===== src/rtl/tremolo_pkg.sv =====
// rtl/tremolo_pkg.sv - shared widths and gain law for the tremolo modulator
package tremolo_pkg;

  localparam int TREM_WIDTH   = 24;
  localparam int TREM_DEPTH_W = 8;

  // g = 2^W - ((depth * (2^W - u)) >> DEPTH_W), with u the offset-binary LFO
  function automatic logic [TREM_WIDTH:0] trem_gain(
    input logic [TREM_WIDTH-1:0]   lfo,
    input logic [TREM_DEPTH_W-1:0] depth
  );
    logic [TREM_WIDTH-1:0]              u;
    logic [TREM_WIDTH:0]                d;
    logic [TREM_DEPTH_W+TREM_WIDTH:0]   prod;
    logic [TREM_WIDTH:0]                r;
    u    = {~lfo[TREM_WIDTH-1], lfo[TREM_WIDTH-2:0]};
    d    = {1'b1, {TREM_WIDTH{1'b0}}} - {1'b0, u};
    prod = {{(TREM_WIDTH+1){1'b0}}, depth} * {{TREM_DEPTH_W{1'b0}}, d};
    r    = (TREM_WIDTH+1)'(prod >> TREM_DEPTH_W);
    return {1'b1, {TREM_WIDTH{1'b0}}} - r;
  endfunction

endpackage


===== src/rtl/tremolo_gain.sv =====
// rtl/tremolo_gain.sv - registered stage-1 gain from LFO and depth
module tremolo_gain
  import tremolo_pkg::*;
#(
  parameter int WIDTH   = TREM_WIDTH,
  parameter int DEPTH_W = TREM_DEPTH_W
) (
  input  logic               clk,
  input  logic               rst,
  input  logic               ce,
  input  logic [WIDTH-1:0]   lfo,
  input  logic [DEPTH_W-1:0] depth,
  output logic [WIDTH:0]     g
);

  localparam logic [WIDTH:0] FULL_SCALE = {1'b1, {WIDTH{1'b0}}};

  logic [WIDTH-1:0]         u;
  logic [WIDTH:0]           d;
  logic [DEPTH_W+WIDTH:0]   prod;
  logic [WIDTH:0]           r;
  logic [WIDTH:0]           g_d;
  logic [WIDTH:0]           g_q;

  always_comb begin
    u    = {~lfo[WIDTH-1], lfo[WIDTH-2:0]};
    d    = FULL_SCALE - {1'b0, u};
    prod = {{(WIDTH+1){1'b0}}, depth} * {{DEPTH_W{1'b0}}, d};
    r    = (WIDTH+1)'(prod >> DEPTH_W);
    g_d  = g_q;
    if (ce) begin
      g_d = FULL_SCALE - r;
    end
  end

  always_ff @(posedge clk) begin
    if (rst) begin
      g_q <= '0;
    end else begin
      g_q <= g_d;
    end
  end

  assign g = g_q;

endmodule


===== src/rtl/tremolo_mod.sv =====
// rtl/tremolo_mod.sv - 3-stage valid/ready tremolo amplitude modulator
module tremolo_mod
  import tremolo_pkg::*;
#(
  parameter int WIDTH   = TREM_WIDTH,
  parameter int DEPTH_W = TREM_DEPTH_W
) (
  input  logic               clk,
  input  logic               rst,
  input  logic               en,
  input  logic [DEPTH_W-1:0] depth,
  input  logic [WIDTH-1:0]   lfo,
  input  logic [WIDTH-1:0]   s_data,
  input  logic               s_valid,
  output logic               s_ready,
  output logic [WIDTH-1:0]   m_data,
  output logic               m_valid,
  input  logic               m_ready
);

  localparam int PW = 2 * WIDTH + 2;

  logic               ce;
  logic [DEPTH_W-1:0] depth_eff;
  logic [WIDTH:0]     g;

  logic               s1_valid_d, s1_valid_q;
  logic [WIDTH-1:0]   s1_data_d,  s1_data_q;
  logic               s2_valid_d, s2_valid_q;
  logic [WIDTH-1:0]   s2_data_d,  s2_data_q;
  logic               m_valid_d,  m_valid_q;
  logic [WIDTH-1:0]   m_data_d,   m_data_q;

  logic signed [PW-1:0] op_a;
  logic signed [PW-1:0] op_b;
  logic signed [PW-1:0] prod;

  assign ce      = !m_valid_q || m_ready;
  assign s_ready = ce;

  // Bypass reuses the depth=0 path, which yields unity gain exactly.
  assign depth_eff = en ? depth : '0;

  tremolo_gain #(
    .WIDTH   (WIDTH),
    .DEPTH_W (DEPTH_W)
  ) u_gain (
    .clk   (clk),
    .rst   (rst),
    .ce    (ce),
    .lfo   (lfo),
    .depth (depth_eff),
    .g     (g)
  );

  always_comb begin
    op_a = $signed({{(WIDTH+2){s1_data_q[WIDTH-1]}}, s1_data_q});
    op_b = $signed({{(WIDTH+1){1'b0}}, g});
    prod = op_a * op_b;

    s1_valid_d = s1_valid_q;
    s1_data_d  = s1_data_q;
    s2_valid_d = s2_valid_q;
    s2_data_d  = s2_data_q;
    m_valid_d  = m_valid_q;
    m_data_d   = m_data_q;

    if (ce) begin
      s1_valid_d = s_valid;
      s1_data_d  = s_data;
      s2_valid_d = s1_valid_q;
      s2_data_d  = WIDTH'(prod >>> WIDTH);
      m_valid_d  = s2_valid_q;
      if (s2_valid_q) begin
        m_data_d = s2_data_q;
      end
    end
  end

  always_ff @(posedge clk) begin
    if (rst) begin
      s1_valid_q <= 1'b0;
      s1_data_q  <= '0;
      s2_valid_q <= 1'b0;
      s2_data_q  <= '0;
      m_valid_q  <= 1'b0;
      m_data_q   <= '0;
    end else begin
      s1_valid_q <= s1_valid_d;
      s1_data_q  <= s1_data_d;
      s2_valid_q <= s2_valid_d;
      s2_data_q  <= s2_data_d;
      m_valid_q  <= m_valid_d;
      m_data_q   <= m_data_d;
    end
  end

  assign m_valid = m_valid_q;
  assign m_data  = m_data_q;

endmodule


===== config.mk =====
export PLATFORM = sky130hd
export DESIGN_NAME = tremolo_mod
export DESIGN_NICKNAME = d
export VERILOG_FILES = /design/src/rtl/tremolo_pkg.sv /design/src/rtl/tremolo_gain.sv /design/src/rtl/tremolo_mod.sv
export SDC_FILE = /design/constraint.sdc
export NUM_CORES = 2
export LEC_CHECK = 0
export ABC_CLOCK_PERIOD_IN_PS = 10600
export BUFFER_PORTS_ARGS = -buffer_cell sky130_fd_sc_hd__buf_2
export CORE_UTILIZATION = 35
export DETAILED_ROUTE_END_ITERATION = 10
export SETUP_SLACK_MARGIN = 0.5
export SYNTH_ARGS = -nofsm -noshare
export SYNTH_HDL_FRONTEND = slang
export SYNTH_SLANG_ARGS = --single-unit

===== constraint.sdc =====
create_clock -name clk -period 10.6 [get_ports clk]
set_input_delay 2.12 -clock clk [delete_from_list [all_inputs] [get_ports clk]]
set_output_delay 2.12 -clock clk [all_outputs]
set_load 0.1 [all_outputs]

==> impl_metrics.json <==
{
  "antenna_found_initial": 3,
  "fin_setup_tns_ns": 0,
  "nets": 4395,
  "syn_area_per_cell_um2": 8.545,
  "synth_top_family_by_area": "adder cells",
  "fp.dieArea_um2": 85660,
  "worstPathRequired_ns": 10.90,
  "rsz0062_at_grt": "no",
  "cp-end-kind": "flop",
  "die_y_um": 292.7,
  "synth_nets": 4401,
  "ant_nets": 0,
  "pre_cts_slack_ns": 0.6355,
  "ys_ff_latch": 100,
  "wl_per_cell_um": 16.41,
  "finalCritPeriodShare_pct": 87.92,
  "post-route-min-period_ns": 9.320,
  "grt_use_total_pct": 18.51,
  "crit_chain": "buf_2 -> nor4_1 -> nand3_1 -> or3_1 -> nor2_1 -> xor2_1 -> nor2_1 -> fa_1 -> fa_1 -> fa_1 -> inv_1 -> fa_1 -> inv_1 -> ha_1 -> or2_1 -> a21o_1 -> a31o_2 -> and2_1 -> or4_1 -> and3_1 -> nand4bb_1 -> or3_1 -> and4_1 -> o31a_1",
  "clock-root-buffer": "clkbuf_16",
  "post_cts_buffers": 0,
  "ff_latch_area_um2": 2002,
  "dieWidth_um": 292.7,
  "synth-xor-area-share_pct": 2.043,
  "final-setup-viol-count": 0,
  "r2r_end": "s2_data_q[23]",
  "io_buffers": 86,
  "busiest_layer": "met2",
  "grt_use_met3_pct": 2.329,
  "holdBufCountCts": 0,
  "yosys-top-cells-area": "fa_1, ha_1, inv_1",
  "critPathArrivalTime_ns": 9.62,
  "grt_overflow": 0,
  "setup_ws_ns": 1.280,
  "worstHoldPathCells": 2,
  "fmax_mhz": 107.3,
  "synth.distinct_cells": 74,
  "cts-buffers-inserted": 9,
  "path_class": "in -> reg",
  "met1_usage_pct": 25.41,
  "synth_compound_area_share_pct": 6.507,
  "startpoint_type": "input pin",
  "gp_congestion": 0.8635,
  "hold_end": "m_data[3]",
  "crit_path_frequent_cell": "fa_1",
  "io-pin-count": 87,
  "clkTransAtPathRegs_ns": 0.09,
  "synth_ff_type": "dfxtp_1",
  "multi_input_area_um2": 24360,
  "grt_pass1_wl_um": 126800,
  "reg2reg_from": "s1_data_q[5]",
  "clk-insertion-delay-late_ns": 0.41,
  "r2r_slack_ns": 2.20,
  "netlist_top_cells_count": "inv_1, fa_1, nand2_1",
  "synth_largest_area_cell": "fa_1",
  "initial_core_util_pct": 35.34,
  "layout-drive-gt1-share_pct": 5.780,
  "synth_top_area_share_pct": 43.32,
  "viasPerCell": 4.919,
  "maxCapViolCount": 0,
  "synth_area_um2": 29570,
  "status": "completed",
  "yosys_warnings": 0,
  "num_rows": 106,
  "synthAdderAreaFrac_pct": 53.43,
  "worst_slew_pin_slew_ns": 1.224,
  "hold_viol": 0,
  "critical_path.max_fanout": 8,
  "hold_path.class": "reg -> reg",
  "grt_max_degree": 82,
  "cts.sinks": 100,
  "fillers": 8742,
  "grt_pass1_vias": 23970,
  "r2r_cells": 25,
  "worst_clock_skew_ns": 0.01563,
  "drc": 0,
  "muxShareOfSynthArea_pct": 0.07192,
  "synthSimpleGateAreaFrac_pct": 20.21,
  "dr.first_iter.drc_count": 1333,
  "drtPass1Iterations": 7,
  "cp_slowest_stage_delay_ns": 0.55,
  "use_met2_pct": 30.97,
  "syn_to_final_growth_pct": 6.735,
  "via_count": 22600,
  "cts_tree": "done",
  "yosysMostFrequentCell": "inv_1",
  "ys_seq_area_share_pct": 6.769,
  "synth-edff-count": 0,
  "coreArea_um2": 83690,
  "htree_num_levels": 3,
  "diodes": 0,
  "drt-total-wl_um": 75400,
  "drv_slew": 0,
  "netlist_instances": 3461,
  "hpwl_um": 59030,
  "max-slew-margin-rel_pct": 18.32,
  "async_flop_share_pct": 0,
  "cp_slowest_cell": "fa_1",
  "worstHoldStart": "m_data[3]",
  "cts.path.max_buffers": 2
}
registers in the layout, indices dropped and copies added (netlist names):
register,cells
m_data,24
m_valid,1
s2_valid_q,1
s1_valid_q,1
s1_data_q,24
s2_data_q,24
u_gain.g,25
per-layer routing:
metal	vias to the layer above	wire, um
met2	573	35600
li1	10440	-
met5	-	0
met1	11510	34090
met4	0	1457
met3	76	4248
area by class of cell:
cell class | instances | area share, %
Clock buffer | 9 | 0.7135
Sequential cell | 100 | 6.342
Tap cell | 1134 | 4.495
Timing Repair Buffer | 144 | 2.751
Multi-Input combinational cell | 2498 | 77.16
Clock inverter | 7 | 0.1903
Inverter | 702 | 8.348
cell families (layout without fill, tap and decap cells):
| logic type | after synthesis | after routing |
|---|---|---|
| buffers and inverters | 863 | 862 |
| AND/OR/NAND/NOR | 1243 | 1243 |
| XOR/XNOR | 69 | 69 |
| multiplexers | 2 | 2 |
| adder cells (fa/ha/maj) | 879 | 879 |
| flip-flops | 100 | 100 |
| AO/OA/AOI/OAI | 305 | 305 |
what timing repair did:
item,4_1_cts,5_1_grt
endpoints found under the hold margin,0,0
setup endpoints to repair,0,1
gates resized for setup,0,3
worst max-delay path: cells and delay by family:
family	cells	cell delay, ns
xor gates and xnor gates	1	0.48
AOI/OAI and AO/OA	3	0.74
and+or+nand+nor	12	3.63
buffers and inverters	3	0.22
adders and majority gates	5	2.42
worst max-delay path by stage:
| stage | end | start |
|---|---|---|
| 6_report | u_gain.g[24] | lfo[2] |
| 5_1_grt | u_gain.g[24] | lfo[2] |
| 4_1_cts | u_gain.g[24] | lfo[2] |
| 3_5_place_dp | u_gain.g[24] | lfo[2] |
| 3_3_place_gp | u_gain.g[24] | lfo[2] |
| 2_1_floorplan | u_gain.g[24] | lfo[2] |
cell usage in the layout (no fill, tap or decap), types with 41 or more instances in the layout:
cell type  instances
nand2_1          513
ha_1             239
inv_1            701
and2_1           297
buf_4             59
buf_2             85
o21ai_0           41
nor2_1           214
a21oi_1          135
dfxtp_1          100
fa_1             640
through the flow:
stage | cell area (um2) | hold WS, ns | instances | util (%)
global placement | 31260 | 0.4391 | 4578 | 37.35
global route | 31570 | 0.4706 | 4594 | 37.72
finish | 31570 | 0.4522 | 4594 | 37.72
floorplan | 29570 | 0.4275 | 3461 | -
CTS | 31550 | 0.4539 | 4594 | 37.69
detailed placement | 31260 | 0.4437 | 4578 | 37.35
Power is left out: the tool's default activity adds up to more than one toggle a clock period on the data nets, which glitch-free logic cannot reach.
